File: config.mk
export PLATFORM = sky130hd
export DESIGN_NAME = pfb_mac_ctrl
export DESIGN_NICKNAME = d
export VERILOG_FILES = /design/src/rtl/pfb_pkg.sv /design/src/rtl/pfb_tag_pipe.sv /design/src/rtl/pfb_mac_ctrl.sv
export SDC_FILE = /design/constraint.sdc
export NUM_CORES = 1
export LEC_CHECK = 0
export ABC_AREA = 1
export ABC_CLOCK_PERIOD_IN_PS = 7940
export CELL_PAD_IN_SITES_DETAIL_PLACEMENT = 2
export CELL_PAD_IN_SITES_GLOBAL_PLACEMENT = 2
export CORE_MARGIN = 10
export CORE_UTILIZATION = 40
export CTS_CLUSTER_SIZE = 14
export DETAILED_ROUTE_END_ITERATION = 12
export PLACE_DENSITY = 0.83
export SLEW_MARGIN = 20
export SYNTH_ARGS = -nofsm -noshare
export SYNTH_HDL_FRONTEND = slang
export SYNTH_HIERARCHICAL = 1
export SYNTH_SLANG_ARGS = --single-unit
File: constraint.sdc
create_clock -name clk -period 7.94 [get_ports clk]
set_clock_uncertainty 0.15 [all_clocks]
set_input_delay 1.191 -clock clk [delete_from_list [all_inputs] [get_ports clk]]
set_output_delay 1.191 -clock clk [all_outputs]
set_load 0.02 [all_outputs]
File: src/rtl/pfb_pkg.sv
// Shared constants, pipeline tag type, FSM states and address helper for the
// polyphase-filter MAC sequencer.
package pfb_pkg;

  localparam int PFB_MAX_NFFT_LOG2 = 11;
  localparam int PFB_MIN_NFFT_LOG2 = 3;
  localparam int PFB_TAPS          = 24;
  localparam int PFB_MAC_LAT       = 28;

  // Sideband that travels alongside a sample through the MAC chain.
  typedef struct packed {
    logic                         valid;
    logic [PFB_MAX_NFFT_LOG2-1:0] phase;
    logic                         last;
  } pfb_tag_t;

  typedef enum logic {
    ST_RUN   = 1'b0,
    ST_FLUSH = 1'b1
  } pfb_state_e;

  // Highest phase (nfft-1) for a given branch-count exponent.
  function automatic logic [PFB_MAX_NFFT_LOG2-1:0] pfb_last_phase(input logic [3:0] nfft_log2);
    logic [PFB_MAX_NFFT_LOG2-1:0] ones;
    ones = '1;
    return ~(ones << nfft_log2);
  endfunction

endpackage

File: src/rtl/pfb_tag_pipe.sv
// Clock-enable gated shift register that delays the {valid, phase, last} tag
// by the MAC chain latency so it lines up with the last slice's P output.
module pfb_tag_pipe
  import pfb_pkg::*;
#(
  parameter int DEPTH = PFB_MAC_LAT
) (
  input  logic     clk,
  input  logic     sync_reset,
  input  logic     ce,
  input  pfb_tag_t din,
  output pfb_tag_t dout
);

  pfb_tag_t stage [DEPTH];

  always_ff @(posedge clk) begin
    if (sync_reset) begin
      // NOTE: this is a flop chain, not a RAM, so every stage is cleared;
      // a stale valid bit must never survive a reset.
      for (int i = 0; i < DEPTH; i++) stage[i] <= '0;
    end else if (ce) begin
      // NOTE: non-blocking assignments make each stage take its predecessor's
      // pre-edge value, which is what turns this loop into a shift.
      stage[0] <= din;
      for (int i = 1; i < DEPTH; i++) stage[i] <= stage[i-1];
    end
  end

  assign dout = stage[DEPTH-1];

endmodule

File: src/rtl/pfb_mac_ctrl.sv
// Polyphase-filter MAC chain sequencer: phase/address generation, chain clock
// enable and output tag realignment. Optional zero-fill drain: PFB_CTRL_FLUSH_EN.
module pfb_mac_ctrl
  import pfb_pkg::*;
#(
  parameter int MAX_NFFT_LOG2 = PFB_MAX_NFFT_LOG2,
  parameter int TAPS          = PFB_TAPS,
  parameter int MAC_LAT       = PFB_MAC_LAT,
  parameter int DW            = 32
) (
  input  logic                     clk,
  input  logic                     sync_reset,
  input  logic [3:0]               cfg_nfft_log2,
  input  logic                     cfg_valid,
  output logic                     cfg_err,
  input  logic                     s_tvalid,
  input  logic [DW-1:0]            s_tdata,
  output logic                     s_tready,
  output logic                     mac_ce,
  output logic [DW-1:0]            mac_din,
  output logic                     buf_we,
  output logic [MAX_NFFT_LOG2-1:0] buf_addr,
  output logic                     m_tvalid,
  input  logic                     m_tready,
  output logic [MAX_NFFT_LOG2-1:0] m_tphase,
  output logic                     m_tlast,
  input  logic                     flush,
  output logic                     busy
);

  logic [MAX_NFFT_LOG2-1:0] phase;
  logic [3:0]               nfft_log2;
  logic [3:0]               pend_log2;
  logic                     pend_valid;
  logic                     fire;
  logic                     in_run;
  logic                     at_last;
  logic                     cfg_ok;
  logic                     apply_cfg;
  pfb_tag_t                 tag_in;
  pfb_tag_t                 tag_out;

  // A stalled output freezes the entire MAC chain, input side included.
  assign mac_ce  = ~(m_tvalid & ~m_tready);
  assign at_last = (phase == pfb_last_phase(nfft_log2));

`ifdef PFB_CTRL_FLUSH_EN
  localparam int FLUSH_W = $clog2(((2 ** MAX_NFFT_LOG2) * TAPS) + 1);

  pfb_state_e         state, state_nxt;
  logic [FLUSH_W-1:0] flush_cnt;
  logic [FLUSH_W-1:0] flush_len;

  // One zero per tap per branch pushes every real sample out of the chain.
  assign flush_len = FLUSH_W'(TAPS) << nfft_log2;

  always_ff @(posedge clk) begin
    if (sync_reset) begin
      state     <= ST_RUN;
      flush_cnt <= '0;
    end else begin
      state <= state_nxt;
      if (state == ST_RUN) flush_cnt <= '0;
      else if (fire)       flush_cnt <= flush_cnt + 1'b1;
    end
  end

  always_comb begin
    // NOTE: every signal driven here gets a default first, so no path through
    // the case can leave one unassigned and infer a latch.
    state_nxt = state;
    in_run    = 1'b1;
    busy      = 1'b0;
    s_tready  = 1'b0;
    fire      = 1'b0;
    mac_din   = s_tdata;
    unique case (state)
      ST_RUN: begin
        s_tready = mac_ce;
        fire     = s_tvalid & mac_ce;
        if (flush) state_nxt = ST_FLUSH;
      end
      ST_FLUSH: begin
        in_run  = 1'b0;
        busy    = 1'b1;
        fire    = mac_ce;
        mac_din = '0;
        if (mac_ce && (flush_cnt == flush_len - 1'b1)) state_nxt = ST_RUN;
      end
      default: ;
    endcase
  end
`else
  logic unused_flush;

  assign in_run       = 1'b1;
  assign busy         = 1'b0;
  assign s_tready     = mac_ce;
  assign fire         = s_tvalid & mac_ce;
  assign mac_din      = s_tdata;
  assign unused_flush = flush ^ TAPS[0];
`endif

  assign buf_we   = fire;
  assign buf_addr = phase;

  // A new branch count only takes effect on a frame boundary, never mid-frame.
  assign cfg_ok    = (cfg_nfft_log2 >= 4'(PFB_MIN_NFFT_LOG2)) &&
                     (cfg_nfft_log2 <= 4'(MAX_NFFT_LOG2));
  assign apply_cfg = pend_valid && in_run && (fire ? at_last : (phase == '0));

  always_ff @(posedge clk) begin
    if (sync_reset) begin
      phase      <= '0;
      nfft_log2  <= 4'(MAX_NFFT_LOG2);
      pend_log2  <= 4'(MAX_NFFT_LOG2);
      pend_valid <= 1'b0;
      cfg_err    <= 1'b0;
    end else begin
      if (fire)      phase     <= at_last ? '0 : phase + 1'b1;
      if (apply_cfg) nfft_log2 <= pend_log2;
      if (cfg_valid && cfg_ok) begin
        pend_valid <= 1'b1;
        pend_log2  <= cfg_nfft_log2;
      end else if (apply_cfg) begin
        pend_valid <= 1'b0;
      end
      if (cfg_valid && !cfg_ok) cfg_err <= 1'b1;
    end
  end

  assign tag_in = '{valid: fire, phase: phase, last: at_last};

  pfb_tag_pipe #(
    .DEPTH(MAC_LAT)
  ) u_tag_pipe (
    .clk       (clk),
    .sync_reset(sync_reset),
    .ce        (mac_ce),
    .din       (tag_in),
    .dout      (tag_out)
  );

  assign m_tvalid = tag_out.valid;
  assign m_tphase = tag_out.phase;
  assign m_tlast  = tag_out.last;

endmodule
==> tab_implementation.tex <==
\begin{tabular}{lr}
\hline
Metric & Value \\
\hline
\multicolumn{2}{l}{\textbf{Yosys}} \\
Mapped Nets & approximately 1400 \\
Post-synthesis instance area & approximately 16000 µm² \\
Register area share after synthesis & $\sim$73\% \\
Most common flop cell mapped by yosys & edfxtp\_1 \\
Mean instance size in the synthesized netlist & 11.26 µm² \\
Post-synthesis cell count & 1384 \\
Total of warnings raised by yosys & 6 \\
Number of enable-type register cells in the synthesized netlist & about 360 \\
Number of synthesized register bits & slightly below 400 \\
Async SR Flop Fraction & 0\% \\
Count of different cell masters after synthesis & 24 \\
\multicolumn{2}{l}{\textbf{Placed design}} \\
Quantity of I/O buffers inserted on ports & 36 \\
Standard cell area after detailed placement & around 16000 µm² \\
Placer Congestion & around 0.8 \\
Half-perimeter wire length after placement & between 20 and 25 mm \\
\multicolumn{2}{l}{\textbf{Power}} \\
Switching part of the total & between 20\% and 30\% \\
Design Power & roughly 4.1 mW \\
Internal Power & between 3 and 4 mW \\
Leakage & 6.686 nW \\
Worst IR drop on VDD & about 140 µV \\
Power dissipated by switching net loads & 0.8219 mW \\
Pwr/cell area & around 240 nW/µm² \\
Sequential cell fraction of total power & between 50\% and 60\% \\
Clk network pwr share & roughly 45\% \\
Fraction of power consumed by combinational cells & under 10\% \\
\multicolumn{2}{l}{\textbf{Clock network}} \\
TritonCTS sink count & approximately 390 \\
Cells resized by post-CTS repair & 0 \\
Root buf cell & clkbuf\_16 \\
Latest clock arrival within the worst-skew pair & approximately 0.54 ns \\
CTS tree & done \\
Total number of H-tree levels & 2 \\
Clock buffers created by TritonCTS & 41 \\
Post-CTS setup repair buffer count & 0 \\
Clock transition at path regs & $\sim$0.06 ns \\
Hold\_buf cts & 0 \\
Max Root-Sink Buffers & 3 \\
\multicolumn{2}{l}{\textbf{Die}} \\
Number of ports placed on the die boundary & 103 \\
Starting density of the core & between 40\% and 50\% \\
Die Span Y & about 220 µm \\
Cell Rows & just over 70 \\
Die outline width & roughly 220 µm \\
Area of the die & 47270 µm² \\
Core Region & 38560 µm² \\
\multicolumn{2}{l}{\textbf{Status}} \\
Result of the run & finished clean \\
\multicolumn{2}{l}{\textbf{Timing}} \\
Maximum achievable frequency & about 0.21 GHz \\
Final number of setup-violating endpoints & 0 \\
Hold Vio Cnt, Final & 0 \\
RSZ-0062 raised after global routing & false \\
Final critical path time including I/O delays and setup & approximately 4.7 ns \\
Period utilisation layout & 59.39\% \\
Worst-margin pin slew & approximately 1.2 ns \\
Aggregate negative setup slack & 0 ns \\
Worst slew margin relative to its limit & a little over a fifth \\
Worst hold margin & between 0.3 and 0.4 ns \\
Number of max-slew violations in the final report & 0 \\
\multicolumn{2}{l}{\textbf{GRT}} \\
Wire length of the first global-routing pass & about 53 mm \\
Initial antenna violation count & 0 \\
Overall global routing resource usage & $\sim$14\% \\
Via count of the first global-routing pass & slightly above 10000 \\
Leftover overflow at the end of global routing & 0 \\
Maximum number of pins on one net before global-route repair & $\sim$180 \\
\multicolumn{2}{l}{\textbf{Cells and area}} \\
Util after Layout & between 40\% and 50\% \\
Cell area after layout & 17270 µm² \\
P\&R area growth vs syn & 10.77\% \\
Fill cell count & around 4000 \\
Share of final-layout standard cells stronger than drive strength 1 & 4.536\% \\
Count of antenna diodes in the layout & 0 \\
\# nets final & 1423 \\
\multicolumn{2}{l}{\textbf{Routing}} \\
Drt initial violations & a little under 600 \\
Vias & 8726 \\
Average detailed-routed wire length per instance & approximately 17 µm \\
Post-Route WL & 33.36 mm \\
DRC viols & 0 \\
Vias per std cell & between 4 and 5 \\
Final ANT Viol Nets & 0 \\
Iteration count of the initial detailed-routing pass & 4 \\
\multicolumn{2}{l}{\textbf{Setup path}} \\
Critical path endpoint category & primary output \\
Worst Path Arrival & between 3 and 4 ns \\
Crit-path max cell delay & between 0.7 and 0.8 ns \\
Startpoint types & input port \\
Req. time, crit path & 6.60 ns \\
Critical path class & input port to primary output \\
Worst-path cell with the longest stage delay & clkdlybuf4s50\_1 \\
Critical-path cell list & clkdlybuf4s50\_1 -> inv\_1 -> nand2\_1 -> buf\_4 -> nand2\_1 -> inv\_1 -> clkdlybuf4s50\_1 \\
Top fanout value on the critical path & 13 \\
\multicolumn{2}{l}{\textbf{Job}} \\
Number of maximum-capacitance constraint violations & 0 \\
\multicolumn{2}{l}{\textbf{Hold path}} \\
Hold WC Path Type & flop to flop \\
\hline
\end{tabular}
[cells by family after synthesis]
group	Yosys count	share of synthesized area, %
compound gates	17	0.5779
xor+xnor	4	0.2247
buf+inv	487	13.93
fa+ha+maj	2	0.1605
flops	385	72.81
simple gates	488	12.27
other cells	1	0.02406
[stage by stage]
stage / std cells / worst slack [ns]
finish: 1929 / 3.225
global route: 1929 / 3.149
CTS: 1929 / 3.240
detailed placement: 1854 / 3.291
global placement: 1854 / 3.371
floorplan: 1384 / 1.337
[path summary, 6_finish.rpt]
check | start | end | slack (ns) | cells after the start
worst max-delay path | m_tready | buf_we | 3.22 | 7
worst min-delay path | pend_log2[2] | pend_log2[2] | 0.33 | 2
worst max register to register | u_tag_pipe/stage[13][25] | u_tag_pipe/stage[0][19] | 5.22 | 5
worst min register to register | pend_log2[2] | pend_log2[2] | 0.33 | 2
[placed cells by master, fill, tap and decap left out, drive strengths merged]
cell,instances
o21ai,9
dfxtp,21
a21oi,6
ha,2
nand4,5
nand3,37
o211ai,2
nor2,379
clkbuf,61
nand2,62
clkinv,11
or2,1
nor3,4
inv,399
conb,1
buf,6
edfxtp,364
xor2,4
bufinv,2
clkdlybuf4s50,35
[cells in the mapped netlist, types with 3 or more instances]
cell	n	area, µm²
xor2_1	4	35.03
o21ai_0	9	45.04
buf_2	19	95.09
inv_1	394	1479
nand2_1	60	225.2
edfxtp_1	364	10930
nor3_1	4	20.02
inv_2	3	11.26
nand3_1	37	185.2
dfxtp_1	21	420.4
clkbuf_1	4	15.01
buf_6	19	214.0
nor2_1	377	1415
a21oi_1	6	30.03
buf_4	47	352.8
nand4_1	5	31.28
[worst max-delay path, delay by kind of cell]
kind | cells | cell delay, ns
buffers and inverters | 5 | 1.87
AND/OR/NAND/NOR | 2 | 0.30
[power groups by stage]
stage / clock network [mW] / logic [mW] / registers [mW]
5_1_grt: 1.97 / 0.0866 / 2.20
2_1_floorplan: 0 / 0.0860 / 2.24
4_1_cts: 1.88 / 0.0779 / 2.20
3_5_place_dp: 0 / 0.0754 / 2.25
6_report: 1.83 / 0.0759 / 2.20
3_3_place_gp: 0 / 0.0724 / 2.24
[layer usage]
metal	vias to the layer above	share of wire, %	track usage, %
met1	4400	37	14.42
met2	133	58	28.32
li1	4138	-	-
met4	0	2.2	4.218
met5	-	0	0
met3	55	3.3	2.913
[layout make-up]
class / count / area (µm²) / share of cell area (%)
multi-input combinational: 512 / 2083 / 12.06
clock inverter: 14 / 117.6 / 0.6811
timing repair buffer: 41 / 420.4 / 2.435
inverter: 398 / 1494 / 8.652
tap: 518 / 648.1 / 3.753
sequential: 385 / 11350 / 65.73
clock buffer: 61 / 1154 / 6.681
[flip-flops by register name, indices dropped and copies added, names as in the netlist]
name / cells
u_tag_pipe/stage: 364
pend_log2: 4
pend_valid: 1
cfg_err: 1
nfft_log2: 4
buf_addr: 11
Power figures use the tool's default switching activity.
